<file path="config.mk">
export PLATFORM = sky130hd
export DESIGN_NAME = mem_access_unit
export DESIGN_NICKNAME = d
export VERILOG_FILES = /design/src/rtl/mem_access_unit.sv
export SDC_FILE = /design/constraint.sdc
export NUM_CORES = 1
export LEC_CHECK = 0
export CORE_UTILIZATION = 48
export CTS_BUF_LIST = sky130_fd_sc_hd__clkbuf_2
export CTS_CLUSTER_SIZE = 14
export DETAILED_ROUTE_END_ITERATION = 12
export PLACE_DENSITY = 0.88
export SYNTH_ARGS = -nofsm -noshare
export SYNTH_HDL_FRONTEND = slang
export SYNTH_SLANG_ARGS = --single-unit
</file>
<file path="constraint.sdc">
create_clock -name clk -period 5.67 [get_ports clk]
set_clock_uncertainty 0.1 [all_clocks]
set_input_delay 0.8505 -clock clk [delete_from_list [all_inputs] [get_ports clk]]
set_output_delay 0.8505 -clock clk [all_outputs]
set_load 0.02 [all_outputs]
</file>
<file path="src/rtl/mem_access_unit.sv">
// rtl/mem_access_unit.sv - load/store unit between core datapath and unified memory
module mem_access_unit #(
  parameter int MEM_LATENCY = 1
) (
  input  logic        clk,
  input  logic        rst,
  input  logic        req,
  input  logic        we,
  input  logic [2:0]  funct3,
  input  logic [31:0] addr,
  input  logic [31:0] wdata,
  output logic        busy,
  output logic        done,
  output logic        fault,
  output logic [31:0] rdata,
  output logic        mem_en,
  output logic [3:0]  mem_we,
  output logic [31:0] mem_addr,
  output logic [31:0] mem_wdata,
  input  logic [31:0] mem_rdata
);

  typedef enum logic [1:0] {
    S_IDLE,
    S_ISSUE,
    S_WAIT,
    S_DONE
  } state_t;

  // Counter reload value: WAIT lasts MEM_LATENCY cycles, capturing when it reaches 0.
  localparam logic [1:0] LAT_M1 = 2'(MEM_LATENCY - 1);

  state_t      state;
  logic        we_q;
  logic [2:0]  funct3_q;
  logic [1:0]  off_q;
  logic [1:0]  cnt;

  logic        req_fault;
  logic [3:0]  st_we;
  logic [31:0] st_wdata;
  logic [31:0] shifted;
  logic [31:0] load_ext;

  assign busy = (state != S_IDLE);

  // Reject unknown sizes and misaligned half/word accesses before touching memory.
  always_comb begin
    req_fault = 1'b0;
    case (funct3)
      3'b000:  req_fault = 1'b0;
      3'b001:  req_fault = addr[0];
      3'b010:  req_fault = (addr[1:0] != 2'b00);
      3'b100:  req_fault = we;
      3'b101:  req_fault = we | addr[0];
      default: req_fault = 1'b1;
    endcase
  end

  // Store byte lanes and replicated data so the active lanes carry the operand.
  always_comb begin
    st_we    = 4'b1111;
    st_wdata = wdata;
    case (funct3[1:0])
      2'b00: begin
        st_we    = 4'b0001 << addr[1:0];
        st_wdata = {4{wdata[7:0]}};
      end
      2'b01: begin
        st_we    = 4'b0011 << addr[1:0];
        st_wdata = {2{wdata[15:0]}};
      end
      default: begin
        st_we    = 4'b1111;
        st_wdata = wdata;
      end
    endcase
  end

  // Move the addressed lane down to bit 0 and extend it according to the load type.
  always_comb begin
    shifted  = mem_rdata >> {off_q, 3'b000};
    load_ext = shifted;
    case (funct3_q)
      3'b000:  load_ext = {{24{shifted[7]}}, shifted[7:0]};
      3'b001:  load_ext = {{16{shifted[15]}}, shifted[15:0]};
      3'b100:  load_ext = {24'h000000, shifted[7:0]};
      3'b101:  load_ext = {16'h0000, shifted[15:0]};
      default: load_ext = shifted;
    endcase
  end

  // Access sequencer: one request per pass through IDLE, all outputs registered.
  always_ff @(posedge clk) begin
    if (rst) begin
      state     <= S_IDLE;
      we_q      <= 1'b0;
      funct3_q  <= 3'b000;
      off_q     <= 2'b00;
      cnt       <= 2'b00;
      done      <= 1'b0;
      fault     <= 1'b0;
      rdata     <= 32'h0;
      mem_en    <= 1'b0;
      mem_we    <= 4'b0000;
      mem_addr  <= 32'h0;
      mem_wdata <= 32'h0;
    end else begin
      done   <= 1'b0;
      fault  <= 1'b0;
      mem_en <= 1'b0;
      mem_we <= 4'b0000;
      case (state)
        S_IDLE: begin
          if (req) begin
            we_q     <= we;
            funct3_q <= funct3;
            off_q    <= addr[1:0];
            if (req_fault) begin
              state <= S_DONE;
              done  <= 1'b1;
              fault <= 1'b1;
            end else begin
              state     <= S_ISSUE;
              mem_en    <= 1'b1;
              mem_addr  <= {addr[31:2], 2'b00};
              mem_we    <= we ? st_we : 4'b0000;
              mem_wdata <= st_wdata;
            end
          end
        end
        S_ISSUE: begin
          if (we_q) begin
            state <= S_DONE;
            done  <= 1'b1;
          end else begin
            state <= S_WAIT;
            cnt   <= LAT_M1;
          end
        end
        S_WAIT: begin
          if (cnt == 2'b00) begin
            rdata <= load_ext;
            state <= S_DONE;
            done  <= 1'b1;
          end else begin
            cnt <= cnt - 2'b01;
          end
        end
        S_DONE: begin
          state <= S_IDLE;
        end
        default: begin
          state <= S_IDLE;
        end
      endcase
    end
  end

endmodule

</file>
==> reports/qor.yml <==
run_status:
  status: "complete, no violations"
synthesis:
  synthFlopType: "dfxtp_1"
  synth_top_family_by_area: "compound AO/OA/AOI/OAI gates"
  synth-compound-area-share_pct: 23.0
  synth-seq-area-share_pct: 43.6
  post_synth_inst_count: 608
  post-synth-top-count-cell: "nand2_1"
  syn_area_sq_um: 5090
  yosysWarnings: 0
  yosysTopAreaCellShare_pct: 43.6
  synthAdderAreaFrac_pct: 1.47
  synth_edf_count: 0
  synthSimpleGateAreaFrac_pct: 17.0
  yosys-top-cells-count: "nand2_1, dfxtp_1, a21oi_1, nor2_1, mux2i_1"
  synth_xor_area_share_pct: 0.172
  syn_avg_cell_area_sq_um: 8.37
  ys_ff_latch: 111
  async_flop_share_pct: 0
  yosysTopAreaCell: "dfxtp_1"
  synth.area.top_cells: "dfxtp_1, nand2_1, a21oi_1"
  synth_cell_types: 42
  synthMuxAreaShare_pct: 8.90
clock_tree:
  post-cts-setup-buffers: 0
  cts.clk_slew.worst_paths_ps: 380
  cts_buffers: 9
  postCtsHoldBufs: 0
  htree_levels: 3
  clock_path_buffers: 2
  cts_tree: "done"
  cts_sinks: 111
  clk_latency_ps: 580
  cts_resized: 0
  cts-root-buf: "clkbuf_2"
timing:
  finalHoldViolCount: 0
  relSlewSlack_pct: 21.6
  max_freq_ghz: 0.302
  tns_ps: 0
  setup_viol: 0
  slew_viol_final: 0
  period_share_pct: 58.3
  period_minus_slack_ps: 3310
  rsz0062_at_grt: "false"
  worst_slew_pin_slew_ps: 1170
  holdWs_ps: 371
cells_and_area:
  multi_input_area_sq_um: 2590
  fillers: 837
  drive_above_1_share_pct: 6.91
  fin_nets: 885
  area.sequential_sq_um: 2220
  syn_to_final_growth_pct: 41.4
  antennaDiodeCount: 0
global_route:
  grt_usage_pct: 26.9
  grt_start_max_net_pins: 74
  grt_pass1_vias: 5018
  grt_pass1_wl_mm: 24.0
  globalRouteOverflowTotal: 0
  antenna_found_initial: 0
routing:
  drt_wl_total_mm: 14.9
  ant_nets: 0
  post-route-drc-count: 0
  drt-pass1-iter-count: 5
  drt_iter0_markers: 174
  wl_per_cell_um: 16.3
  viasPerCell: 5.43
  dr_total_vias: 4975
setup_path:
  reg2regPathDepth: 7
  critical-path-top-delay-family: "buffers and inverters"
  r2r_start: "state[0]"
  critPathArrivalTime_ps: 3720
  required_ps: 6090
  critPathLaunchType: "input pin"
  crit_buf_inv: 2
  worstPathMaxFanout: 73
  regToRegSetupSlack_ps: 3070
  crit_path_cell_trace: "clkdlybuf4s50_1, a221oi_4, o21a_2, buf_4, nor2_1, a311oi_2"
  cp_slowest_cell: "clkdlybuf4s50_1"
  crit_type: "in2reg"
  endpoint_kind: "flop"
  cpPeakStageDelay_ps: 930
  r2r_end: "mem_wdata[14]"
floorplanning:
  rows: 37
  ioPinCount: 207
  start_util_pct: 49.3
  dieWidth_um: 105
  coreArea_sq_um: 10300
  dieHeight_um: 105
  dieArea_sq_um: 11000
power_and_ir_drop:
  power.switching_mw: 1.01
  cellLeakagePower_nw: 2.53
  p_seq_share_pct: 40.9
  p_sw_share_pct: 40.3
  p_int_mw: 1.50
  powerDensity_nw_per_um2: 348
  vdd_drop_max_v: 0.000197
  clockPowerShare_pct: 14.9
  combPwrFrac_pct: 44.2
flow_run:
  max_cap_viol_count: 0
min_path:
  hold_end: "mem_addr[13]"
  min_from: "mem_addr[13]"
  min_path_cells: 2
  hp-class: "reg2reg"
place:
  routabilityCongestion: 0.844
  dp_hpwl_mm: 10.8
  port_buffers: 204
-- worst reg2reg max path, stage by stage (launching register included) --
cell	delay, ps
dfxtp_1	410
inv_1	150
ha_1	200
and2_1	360
o21a_2	260
buf_4	650
nor2_1	160
a311oi_2	260
-- area by class of cell --
type | count | area share [%]
timing repair buffer | 208 | 28.7
clock buffer | 9 | 0.626
multi-input combinational | 439 | 36.0
tap | 136 | 2.36
inverter | 7 | 0.365
sequential | 111 | 30.9
clock inverter | 7 | 1.03
-- per-layer routing --
metal,GRT usage (%),part of all wire [%],vias up,wire [um]
met5,0,0,-,0
met4,8.15,1.4,0,214
met3,6.55,8.2,16,1230
met2,49.5,51,190,7690
met1,30.3,39,2346,5810
li1,-,-,2423,-
-- power by group through the flow --
stage	registers (mW)	clock network (mW)	logic (mW)
floorplan	1.18	0	0.501
global placement	1.03	0	1.07
detailed placement	1.04	0	1.10
CTS	1.03	0.375	1.11
global route	1.04	0.411	1.19
finish	1.03	0.372	1.11
-- cells in the final DEF, fill, tap and decap left out, types with 3 or more instances in the layout --
master           instances
a21oi_1                 86
nor2_1                  51
mux2_2                   8
a211oi_1                18
o2bb2ai_1                8
inv_1                    7
nor2b_1                  4
clkdlybuf4s50_1        203
o21a_1                   4
clkbuf_2                 9
and2_1                   3
dfxtp_1                111
ha_1                     6
a311oi_2                 8
buf_4                    5
mux2i_1                 34
a211oi_2                 8
nand2_1                142
o21ai_0                 21
o211ai_1                 7
nor3_1                  10
-- registers in the layout (all words and copies together) (netlist names) --
register and count:
mem_addr 30, we_q 1, state 2, mem_we 4, cnt 2, done 1, off_q 2, rdata 32
fault 1, mem_en 1, funct3_q 3, mem_wdata 32
-- kinds of logic (layout without fill, tap and decap cells) --
group           after synthesis  after routing
buf+inv                      59            231
flops                       111            111
other cells                   1              2
simple gates                214            214
mux                          43             43
fa+ha+maj                     6              6
xor+xnor                      1              1
compound gates              173            173
-- worst max-delay path by stage --
stage	end	startpoint	cells after the start	slack, ps
global route	mem_wdata[14]	funct3[0]	6	2150
detailed placement	mem_wdata[13]	funct3[0]	6	1770
floorplan	mem_wdata[31]	req	8	3630
finish	mem_wdata[14]	funct3[0]	6	2360
CTS	mem_wdata[8]	funct3[0]	6	2400
global placement	mem_wdata[14]	funct3[0]	6	1850
-- metrics by stage --
| step | setup slack [ps] | cells | total power, mW | utilization, % | area [sq um] |
|---|---|---|---|---|---|
| detailed placement | 1770 | 901 | 2.14 | 68.6 | 7080 |
| finish | 2360 | 917 | 2.50 | 69.7 | 7200 |
| global placement | 1850 | 901 | 2.10 | 68.6 | 7080 |
| floorplan | 3630 | 609 | 1.68 | - | 5090 |
| global route | 2150 | 917 | 2.65 | 69.7 | 7200 |
| CTS | 2400 | 917 | 2.51 | 69.7 | 7200 |
No activity file was read; power rests on OpenSTA's default activity.
